==> config.mk <==
export PLATFORM = sky130hd
export DESIGN_NAME = ad5674_spi_tx
export DESIGN_NICKNAME = d
export VERILOG_FILES = /design/src/rtl/ad5674_spi_tx.sv
export SDC_FILE = /design/constraint.sdc
export NUM_CORES = 1
export LEC_CHECK = 0
export CORE_UTILIZATION = 45
export DETAILED_ROUTE_END_ITERATION = 6
export PLACE_DENSITY = 0.66
export SKIP_CTS_REPAIR_TIMING = 1
export SLEW_MARGIN = 20
export SYNTH_ARGS = -nofsm -noshare
export SYNTH_HDL_FRONTEND = slang
export SYNTH_SLANG_ARGS = --single-unit
==> constraint.sdc <==
create_clock -name clk -period 2.1 [get_ports clk]
set_input_delay 0.525 -clock clk [delete_from_list [all_inputs] [get_ports clk]]
set_output_delay 0.525 -clock clk [all_outputs]
set_load 0.02 [all_outputs]
==> src/rtl/ad5674_spi_tx.sv <==
// ad5674_spi_tx
//
// Serialises DAC write requests into 24-bit "write and update" frames for two
// AD5674 devices that share SCLK/SDIN and have one SYNC line each.
//
// Frame word: {CMD, ch[3:0], din[11:0], 4'h0}, sent MSB first.
// Bits are launched while SCLK rises and sampled by the DAC when SCLK falls.
//
// Request handshake: ad5674_trig is a fire-and-forget strobe (valid with no
// ready). ad5674_ch and ad5674_din are sampled on the same cycle.
// - A trig while the block is idle starts a frame on the next edge.
// - A trig while busy lands in a single pending slot.
// - Overwriting a full slot pulses drop.
//
// Ports
//   clk, rst_n        clock; asynchronous active-low reset
//   ad5674_trig       one-cycle request strobe
//   ad5674_ch[4:0]    [4] device select, [3:0] channel address
//   ad5674_din[11:0]  DAC code
//   dac_sclk          serial clock, idles high
//   dac_sync_n[1:0]   per-device frame select, active low
//   dac_sdin          serial data, MSB first
//   busy              high from frame start until the end of the sync gap
//   done              one-cycle pulse in the first cycle SYNC is high again
//   drop              one-cycle pulse when a pending request is lost
//   dbg_state[1:0]    current FSM state (IDLE=0, SHIFT=1, HOLD=2, GAP=3)
module ad5674_spi_tx #(
  parameter int          CLK_DIV  = 4,
  parameter int          SYNC_GAP = 4,
  parameter logic [3:0]  CMD      = 4'h3
) (
  input  logic        clk,
  input  logic        rst_n,
  input  logic        ad5674_trig,
  input  logic [4:0]  ad5674_ch,
  input  logic [11:0] ad5674_din,
  output logic        dac_sclk,
  output logic [1:0]  dac_sync_n,
  output logic        dac_sdin,
  output logic        busy,
  output logic        done,
  output logic        drop,
  output logic [1:0]  dbg_state
);

  localparam int CMAX = (CLK_DIV > SYNC_GAP) ? CLK_DIV : SYNC_GAP;
  localparam int CW   = (CMAX > 1) ? $clog2(CMAX) : 1;
  localparam logic [CW-1:0] DIV_LAST = CW'(CLK_DIV - 1);
  localparam logic [CW-1:0] GAP_LAST = CW'(SYNC_GAP - 1);

  typedef enum logic [1:0] {
    S_IDLE  = 2'd0,
    S_SHIFT = 2'd1,
    S_HOLD  = 2'd2,
    S_GAP   = 2'd3
  } state_t;

  state_t        state_q, state_d;
  logic [CW-1:0] cnt_q, cnt_d;
  logic [4:0]    bit_q, bit_d;
  logic [23:0]   sh_q, sh_d;
  logic          sclk_q, sclk_d;
  logic [1:0]    sync_q, sync_d;
  logic          busy_q, busy_d;
  logic          done_q, done_d;
  logic          drop_q, drop_d;
  logic          pend_v_q, pend_v_d;
  logic [4:0]    pend_ch_q, pend_ch_d;
  logic [11:0]   pend_din_q, pend_din_d;

  // Frame-start request and the data it loads (live input or pending slot).
  logic          load_en;
  logic [4:0]    load_ch;
  logic [11:0]   load_din;

  always_ff @(posedge clk or negedge rst_n) begin
    if (!rst_n) begin
      state_q    <= S_IDLE;
      cnt_q      <= '0;
      bit_q      <= '0;
      sh_q       <= '0;
      sclk_q     <= 1'b1;
      sync_q     <= 2'b11;
      busy_q     <= 1'b0;
      done_q     <= 1'b0;
      drop_q     <= 1'b0;
      pend_v_q   <= 1'b0;
      pend_ch_q  <= '0;
      pend_din_q <= '0;
    end else begin
      state_q    <= state_d;
      cnt_q      <= cnt_d;
      bit_q      <= bit_d;
      sh_q       <= sh_d;
      sclk_q     <= sclk_d;
      sync_q     <= sync_d;
      busy_q     <= busy_d;
      done_q     <= done_d;
      drop_q     <= drop_d;
      pend_v_q   <= pend_v_d;
      pend_ch_q  <= pend_ch_d;
      pend_din_q <= pend_din_d;
    end
  end

  always_comb begin
    state_d    = state_q;
    cnt_d      = cnt_q;
    bit_d      = bit_q;
    sh_d       = sh_q;
    sclk_d     = sclk_q;
    sync_d     = sync_q;
    busy_d     = busy_q;
    done_d     = 1'b0;
    drop_d     = 1'b0;
    pend_v_d   = pend_v_q;
    pend_ch_d  = pend_ch_q;
    pend_din_d = pend_din_q;
    load_en    = 1'b0;
    load_ch    = ad5674_ch;
    load_din   = ad5674_din;

    case (state_q)
      S_IDLE: begin
        if (ad5674_trig) load_en = 1'b1;
      end

      S_SHIFT: begin
        if (cnt_q == DIV_LAST) begin
          cnt_d = '0;
          if (sclk_q) begin
            sclk_d = 1'b0;                 // DAC samples the current bit here
          end else if (bit_q == 5'd23) begin
            sclk_d  = 1'b1;                // last low phase done; park SCLK high
            state_d = S_HOLD;
          end else begin
            sclk_d = 1'b1;
            sh_d   = {sh_q[22:0], 1'b0};   // next bit goes out with the rise
            bit_d  = bit_q + 5'd1;
          end
        end else begin
          cnt_d = cnt_q + CW'(1);
        end
      end

      S_HOLD: begin
        if (cnt_q == DIV_LAST) begin
          cnt_d   = '0;
          sync_d  = 2'b11;
          done_d  = 1'b1;
          state_d = S_GAP;
        end else begin
          cnt_d = cnt_q + CW'(1);
        end
      end

      S_GAP: begin
        if (cnt_q == GAP_LAST) begin
          cnt_d = '0;
          if (ad5674_trig) begin
            // The live request wins over a waiting one; the waiting one is lost.
            load_en  = 1'b1;
            drop_d   = pend_v_q;
            pend_v_d = 1'b0;
          end else if (pend_v_q) begin
            load_en  = 1'b1;
            load_ch  = pend_ch_q;
            load_din = pend_din_q;
            pend_v_d = 1'b0;
          end else begin
            busy_d  = 1'b0;
            state_d = S_IDLE;
          end
        end else begin
          cnt_d = cnt_q + CW'(1);
        end
      end

      default: state_d = S_IDLE;
    endcase

    // A trig that does not start a frame goes into the single pending slot.
    if (ad5674_trig && (state_q != S_IDLE) && !load_en) begin
      pend_ch_d  = ad5674_ch;
      pend_din_d = ad5674_din;
      pend_v_d   = 1'b1;
      drop_d     = pend_v_q;
    end

    if (load_en) begin
      state_d = S_SHIFT;
      cnt_d   = '0;
      bit_d   = '0;
      sh_d    = {CMD, load_ch[3:0], load_din, 4'h0};
      sclk_d  = 1'b1;
      sync_d  = load_ch[4] ? 2'b01 : 2'b10;
      busy_d  = 1'b1;
    end
  end

  assign dac_sclk   = sclk_q;
  assign dac_sync_n = sync_q;
  assign dac_sdin   = sh_q[23];
  assign busy       = busy_q;
  assign done       = done_q;
  assign drop       = drop_q;
  assign dbg_state  = state_q;

endmodule

Word level (Yosys, flattened, before mapping)
Index checks and enable logic that the tools add are counted.
Widths: inputs -> output; s select.
Storage, ports and cells
  register bits after elaboration: 57
  input bits: 20
  logic and storage cells: 106
Cells by class
  add/sub/neg operators: 2
  equality and inequality tests: 16
  mux-type cells: 56
  reductions and logical operators: 20
Operator list (count)
  $mux 24: 5
  $mux 12: 4
  $mux 5: 9
  $mux 2: 14
  $mux 1: 22
  $ne 3x3->1 const B: 7
  $reduce_bool 2->1: 8
  $reduce_and 4->1: 2
  $reduce_and 8->1: 1
  $eq 2x2->1 const B: 3
  $ne 2x1->1 const B: 3
  $pmux 2 s3: 1
  $reduce_and 2->1: 3
  $add 5x1->5 const B: 1
  $eq 5x5->1 const B: 1
  $reduce_bool 4->1: 1
  $reduce_or 3->1: 1
  $add 2x1->2 const B: 1
  $eq 2x1->1 const B: 1
  $logic_and 1x1->1: 2
  $logic_not 2->1: 1
  $ne 2x2->1 const B: 1
  $pmux 1 s2: 1
  $logic_not 1->1: 1

Longest topological paths before layout
Gate-level depths: netlist (run 1).
  word-level depth: 8
  mapped depth: 9
  mapped depth without buffers: 6

Worst setup path before layout (run 1)
Ideal clock, no wire load.
  path kind: register to register
  start point: register state_q[0], in the netlist dbg_state[0]
  end point: register pend_ch_q[0]
  setup time: 0.125 ns
  data arrival time: 1.757 ns
  path slack: 0.219 ns
  cell stages (with the launch flop): 6
  buffers on the path: 1
  cells stage by stage: dfrtp_1 inv_1 ha_1 o21ai_4 buf_4 mux2_2
On the way
  word-level cells in the longest chain between the ends: 4
  elaborated cells on any way between the ends: 7
  classes of those cells: eq/ne: 1; mux: 1; reduce/logical: 5
Ends and longest elaborated chain
  start, declared: RTL line 58  | state_t state_q, state_d;
  start signal, assigned: RTL line 91  | state_q <= state_d;
  $eq 2x2->1 / $logic_not 2->1 (equally long branches): RTL line 123  | case (state_q)
  $pmux 1 s2: RTL line 123
  $logic_not 1->1: RTL line 183  | if (ad5674_trig && (state_q != S_IDLE) && !load_en) begin
  $logic_and 1x1->1 *: RTL line 183
  end signal, assigned: RTL line 101  | pend_ch_q <= pend_ch_d;
  end, declared: RTL line 68  | logic [4:0] pend_ch_q, pend_ch_d;
Every way passes the cells marked *; elsewhere a longest branch is shown, timed or not.
A chain may end at the register's enable or synchronous reset.

Worst setup path after layout (run 1)
  start point: register sclk_q, in the netlist dac_sclk
  end point: output port dac_sclk
RTL lines
  start, declared: RTL line 62  | logic sclk_q, sclk_d;
  start signal, assigned: RTL line 95  | sclk_q <= sclk_d;
  end, declared: RTL line 37  | output logic dac_sclk,
No word-level cell between the ends.

==> metrics.csv, run 1 <==
metric,value,unit
Mapped Cells,202,
post-synthesis sequential area ratio,51.6,%
met1 routing resource usage after global routing,20.7,%
slew of the pin with the lowest slew margin,0.481,ns
deepest level of the CTS H-tree,2,
# Max-Cap Violations,0,
Antenna Violating Nets Remaining,0,
Diodes inserted,0,
Post-synth ARST share,100,%
data arrival time at the worst-slack endpoint,1.48,ns
total wire length,4390,µm
clk sinks,53,
global routing met2 resource utilization,26.3,%
worst path buffer plus inverter count,1,
highest net fanout along the worst path,5,
Worst slew margin,67.5,%
die span in x,77.7,µm
average routed wire per standard cell,14.3,µm
worst setup slack for register-to-register paths,0.24,ns
Floorplan Core Area,5510,µm²
total setup violations reported at the end of the flow,0,
Final Max Tran Viols,0,
clock edge transition at the registers on the reported setup and hold paths,0.11,ns
tightest hold margin,0.142,ns
share of the synthesized area in the top cell type,48.5,%
worst clock skew,0.00870,ns
GRT met3 Usage,3.18,%
Nets,260,
layer carrying the most global-route usage,met2,
static leakage power,1.33,nW
HPWL Detailed,2970,µm
clk root buf,clkbuf_8,
Worst-Skew Late Latency,0.31,ns
type of element launching the critical path,flop,
die footprint,6040,µm²
number of enable flip-flop cells after synthesis,0,
final RePlAce weighted congestion,0.780,
Critical Setup Path Class,reg2out,
leading register cell type out of synthesis,dfrtp_1,
part of the cycle the worst path needs,95.6,%
first-pass GRT wire length,7490,µm
detailed-route vias per instance,5.18,
post-synthesis net count,228,
"commonest non-fill, non-tap cell in the layout",dfrtp_1,
area grow syn2layout,18.8,%
clock tree buffer depth,2,
combined area of all synthesized cells,2580,µm²
clock tree from TritonCTS,done,
Avg Inst Size Synth,12.8,µm²
number of global-route vias before repair,1643,
total chip power,1.85,mW
worst hold-check path type,in2async,
first-iteration detailed-routing DRC count,69,
Final Critical Period,2.01,ns
I/O pin count,29,
total of flip-flops plus latches after synthesis,53,
number of endpoints with negative hold slack in the final report,0,
grt total ovfl,0,
"leading cell types in the layout, fill and taps excluded","dfrtp_1 (50), mux2i_1 (48), clkdlybuf4s50_1 (27), nand2_1 (18), mux2_2 (13)",
Top delay family on crit path,buffers and inverters,
worst slack at placement,-0.0384,ns
fmax,498,MHz
GR Util All Layers,16.0,%
IR Drop Worst-Case VDD,411,µV
# port buffers,28,
cell type of the slowest stage on the worst timing path,clkdlybuf4s50_1,
standard cell area after detailed placement,2950,µm²
share of layout cells above drive strength 1,15.7,%
Worst Setup End Kind,output port,
critical path's largest stage delay,0.60,ns
Site Rows,27,
initial antenna violation count,0,
drc violations,0,
library cell with the largest summed area after synthesis,dfrtp_1,
largest net degree at the start of global routing,37,
overall die height,77.7,µm
run status,"complete, no violations",
unique cell type count in the Yosys netlist,41,
Worst Slack Setup Final,0.0918,ns
starting density of the core,46.8,%
number of vias after detailed routing,1590,
"Cell Chain, Critical Path",clkdlybuf4s50_1,
clock buffer count from CTS,5,
number of detailed-routing iterations run before antenna repair,4,
Yosys warnings,0,
PD cells,604,nW/µm²
final design area excluding fillers,3060,µm²
setup repair after global routing missed its margin,no,
required time of the worst setup path,1.57,ns
leading cell types by total area after synthesis,"dfrtp_1 (49%), mux2i_1 (19%), mux2_2 (5.7%)",
[cells in the mapped netlist (2+ instances only)]
library cell  count
o21ai_0           2
nand3b_1          2
mux2i_1          48
nor3_1            3
buf_4             3
a21oi_1           7
mux2_1            4
buf_6             3
inv_1             3
and2_1            4
dfstp_2           3
nor2_1            5
mux2_2           13
nand2_1          18
dfrtp_1          50
ha_1              6
nand4_1           2
buf_2             3
[layout make-up]
class | instances | area [µm²]
clock inverters | 3 | 26.3
inverters | 3 | 11.3
repair buffers | 35 | 378
clock buffers | 5 | 68.8
multi-input cells | 136 | 1160
flip-flops and latches | 53 | 1330
fillers | 484 | 2440
well taps | 72 | 90.1
[routing by layer]
| layer | vias up | routed length, µm |
|---|---|---|
| li1 | 788 | - |
| met1 | 774 | 2170 |
| met2 | 23 | 2050 |
| met3 | 5 | 115 |
| met4 | 0 | 54 |
| met5 | - | 0 |
[flip-flops by register name, summed over array words and instances (netlist names)]
name        count
bit_q           5
busy            1
cnt_q           2
dac_sclk        1
dac_sync_n      2
dbg_state       2
done            1
drop            1
pend_ch_q       5
pend_din_q     12
pend_v_q        1
sh_q           20
[where the power goes]
group	internal, mW	switching [mW]
clock	0.244	0.357
combinational	0.0911	0.0651
sequential	1.07	0.0228
total	1.41	0.445
[final timing paths]
| check | from | to | cells past startpoint |
|---|---|---|---|
| worst max-delay path | dac_sclk | dac_sclk | 1 |
| worst min-delay path | rst_n | done | 1 |
| worst max register to register | cnt_q[0] | sh_q[12] | 6 |
| worst min register to register | pend_din_q[10] | pend_din_q[10] | 1 |
| max in group asynchronous | rst_n | dac_sclk | 2 |
| min in group clk | pend_din_q[10] | pend_din_q[10] | 1 |
[through the flow]
| step | TNS [ns] | util, % | std cells |
|---|---|---|---|
| detailed placement | -0.0700 | 53.5 | 298 |
| global route | 0 | 55.6 | 307 |
| floorplan | 0 | - | 202 |
| global placement | 0 | 53.5 | 298 |
| finish | 0 | 55.6 | 307 |
| CTS | 0 | 55.3 | 306 |
[cell families after synthesis]
| family | after synthesis | synth area share, % |
|---|---|---|
| multiplexers | 66 | 26.6 |
| AO/OA/AOI/OAI | 21 | 6.02 |
| buffers and inverters | 13 | 3.78 |
| AND/OR/NAND/NOR | 41 | 8.39 |
| flip-flops | 53 | 51.6 |
| adder cells (fa/ha/maj) | 6 | 2.91 |
| XOR/XNOR | 2 | 0.679 |
Note: power is estimated with default switching activity, not from simulation.
==> run 2, diff against run 1 <==
CAP_MARGIN = 40   (was default)
CORE_UTILIZATION = 30   (was 45)
CTS_CLUSTER_DIAMETER = 60   (was default)
PLACE_DENSITY = default   (was 0.66)
==> metrics.csv, run 2 (synthesis gave the netlist of run 1 again) <==
metric,value,unit,change
Top delay family on crit path,buffers and inverters,,
overall die height,94.7,µm,+22%
clock edge transition at the registers on the reported setup and hold paths,0.10,ns,about the same
final RePlAce weighted congestion,0.785,,+0.65%
critical path's largest stage delay,0.60,ns,about the same
share of layout cells above drive strength 1,16.5,%,+0.71 points
starting density of the core,31.2,%,-16 points
total wire length,4430,µm,+0.80%
"Cell Chain, Critical Path",clkdlybuf4s50_1,,
total setup violations reported at the end of the flow,0,,unchanged
Final TNS setup,0,ns,unchanged
detailed-route vias per instance,4.61,,-11%
"leading cell types in the layout, fill and taps excluded","dfrtp_1 (50), mux2i_1 (48), clkdlybuf4s50_1 (27), nand2_1 (18), mux2_2 (13)",,
deepest level of the CTS H-tree,2,,unchanged
Worst-Skew Late Latency,0.31,ns,about the same
required time of the worst setup path,1.57,ns,about the same
# Max-Cap Violations,0,,unchanged
number of global-route vias before repair,1622,,-1.3%
number of detailed-routing iterations run before antenna repair,4,,unchanged
largest reg by FF count,sh_q,,
fmax,498,MHz,+0.10%
first-pass GRT wire length,7810,µm,+4.3%
Worst Slack Setup Final,0.0939,ns,+0.00209 ns
static leakage power,1.35,nW,+1.9%
PD cells,656,nW/µm²,+8.7%
Regs by FF count,"sh_q: 20 flops, pend_din_q: 12 flops",,
tightest hold margin,0.194,ns,+0.0512 ns
number of endpoints with negative hold slack in the final report,0,,unchanged
initial antenna violation count,0,,unchanged
Final Critical Period,2.01,ns,-0.00209 ns
die footprint,8970,µm²,+49%
grt total ovfl,0,,unchanged
setup repair after global routing missed its margin,no,,
data arrival time at the worst-slack endpoint,1.48,ns,about the same
Nets,262,,+0.77%
# port buffers,28,,unchanged
Final Max Tran Viols,0,,unchanged
Critical Setup Path Class,reg2out,,
HPWL Detailed,3080,µm,+3.4%
Diodes inserted,0,,unchanged
worst hold-check path type,in2async,,
largest net degree at the start of global routing,24,,-35%
standard cell area after detailed placement,3010,µm²,+2.2%
GR Util All Layers,11.2,%,-4.8 points
clock tree from TritonCTS,done,,
part of the cycle the worst path needs,95.5,%,-0.10 points
worst clock skew,0.00977,ns,+0.00107 ns
number of vias after detailed routing,1575,,-0.94%
highest net fanout along the worst path,5,,unchanged
Floorplan Core Area,8260,µm²,+50%
area grow syn2layout,22.0,%,
first-iteration detailed-routing DRC count,62,,-10%
"flip-flop count of the largest register, all copies and words added",20,,unchanged
Antenna Violating Nets Remaining,0,,unchanged
average routed wire per standard cell,12.9,µm,-9.5%
I/O pin count,29,,unchanged
clk root buf,clkbuf_8,,
final design area excluding fillers,3150,µm²,+2.7%
cell type of the slowest stage on the worst timing path,clkdlybuf4s50_1,,
run status,"complete, no violations",,
IR Drop Worst-Case VDD,415,µV,+0.96%
type of element launching the critical path,flop,,
die span in x,94.7,µm,+22%
Worst slew margin,57.6,%,-9.9 points
clock buffer count from CTS,5,,unchanged
worst slack at placement,-0.0354,ns,+0.00305 ns
drc violations,0,,unchanged
worst path buffer plus inverter count,1,,unchanged
"commonest non-fill, non-tap cell in the layout",dfrtp_1,,
clock tree buffer depth,2,,unchanged
clk sinks,53,,unchanged
Site Rows,33,,+22%
slew of the pin with the lowest slew margin,0.633,ns,+0.152 ns
Worst Setup End Kind,output port,,
[run 2: changes by cell type in the layout (fill, tap and decap cells not counted), sizes merged]
cell and change:
bufinv +2, clkinv -1, buf +2, inv -1
[run 2: routing by layer]
| layer | part of all wire (%) | GRT usage (%) |
|---|---|---|
| met3 | 2.9 | 2.74 |
| met1 | 50 | 14.7 |
| met2 | 46 | 18.2 |
| met4 | 1.1 | 3.41 |
| met5 | 0 | 0 |
[run 2: layout make-up]
| type | instances | area, µm² |
|---|---|---|
| well taps | 105 | 131 |
| fillers | 814 | 5110 |
| inverters | 3 | 11.3 |
| flip-flops and latches | 53 | 1330 |
| repair buffers | 37 | 380 |
| multi-input cells | 136 | 1160 |
| clock inverters | 3 | 65.1 |
| clock buffers | 5 | 68.8 |
[run 2: stage by stage]
step                      power [mW]  utilization [%]  std cells
after floorplan                 1.18                -        202
after global placement          1.27             36.5        334
after detailed placement        1.27             36.5        334
after CTS                       2.09             38.1        342
after global routing            2.15             38.1        342
final                           2.07             38.1        342
[run 2: report_power, final]
| part | internal, mW | switching, mW |
|---|---|---|
| Sequential | 1.07 | 0.0226 |
| Combinational | 0.0885 | 0.0635 |
| Clock | 0.474 | 0.346 |
| Total | 1.63 | 0.432 |
[run 2: final timing paths]
check,from,endpoint,slack [ns],cells past startpoint
worst max-delay path,dac_sclk,dac_sclk,0.09,1
worst min-delay path,rst_n,done,0.19,1
worst max register to register,dbg_state[0],pend_ch_q[3],0.12,4
worst min register to register,pend_din_q[10],pend_din_q[10],0.50,1
max in group asynchronous,rst_n,dac_sclk,1.30,2
min in group clk,pend_din_q[10],pend_din_q[10],0.50,1
==> run 3, diff against run 2 <==
SKIP_LAST_GASP = 1   (was default)
==> results of run 3 <==
The final DEF is identical to that of run 2; final timing and power are the same.
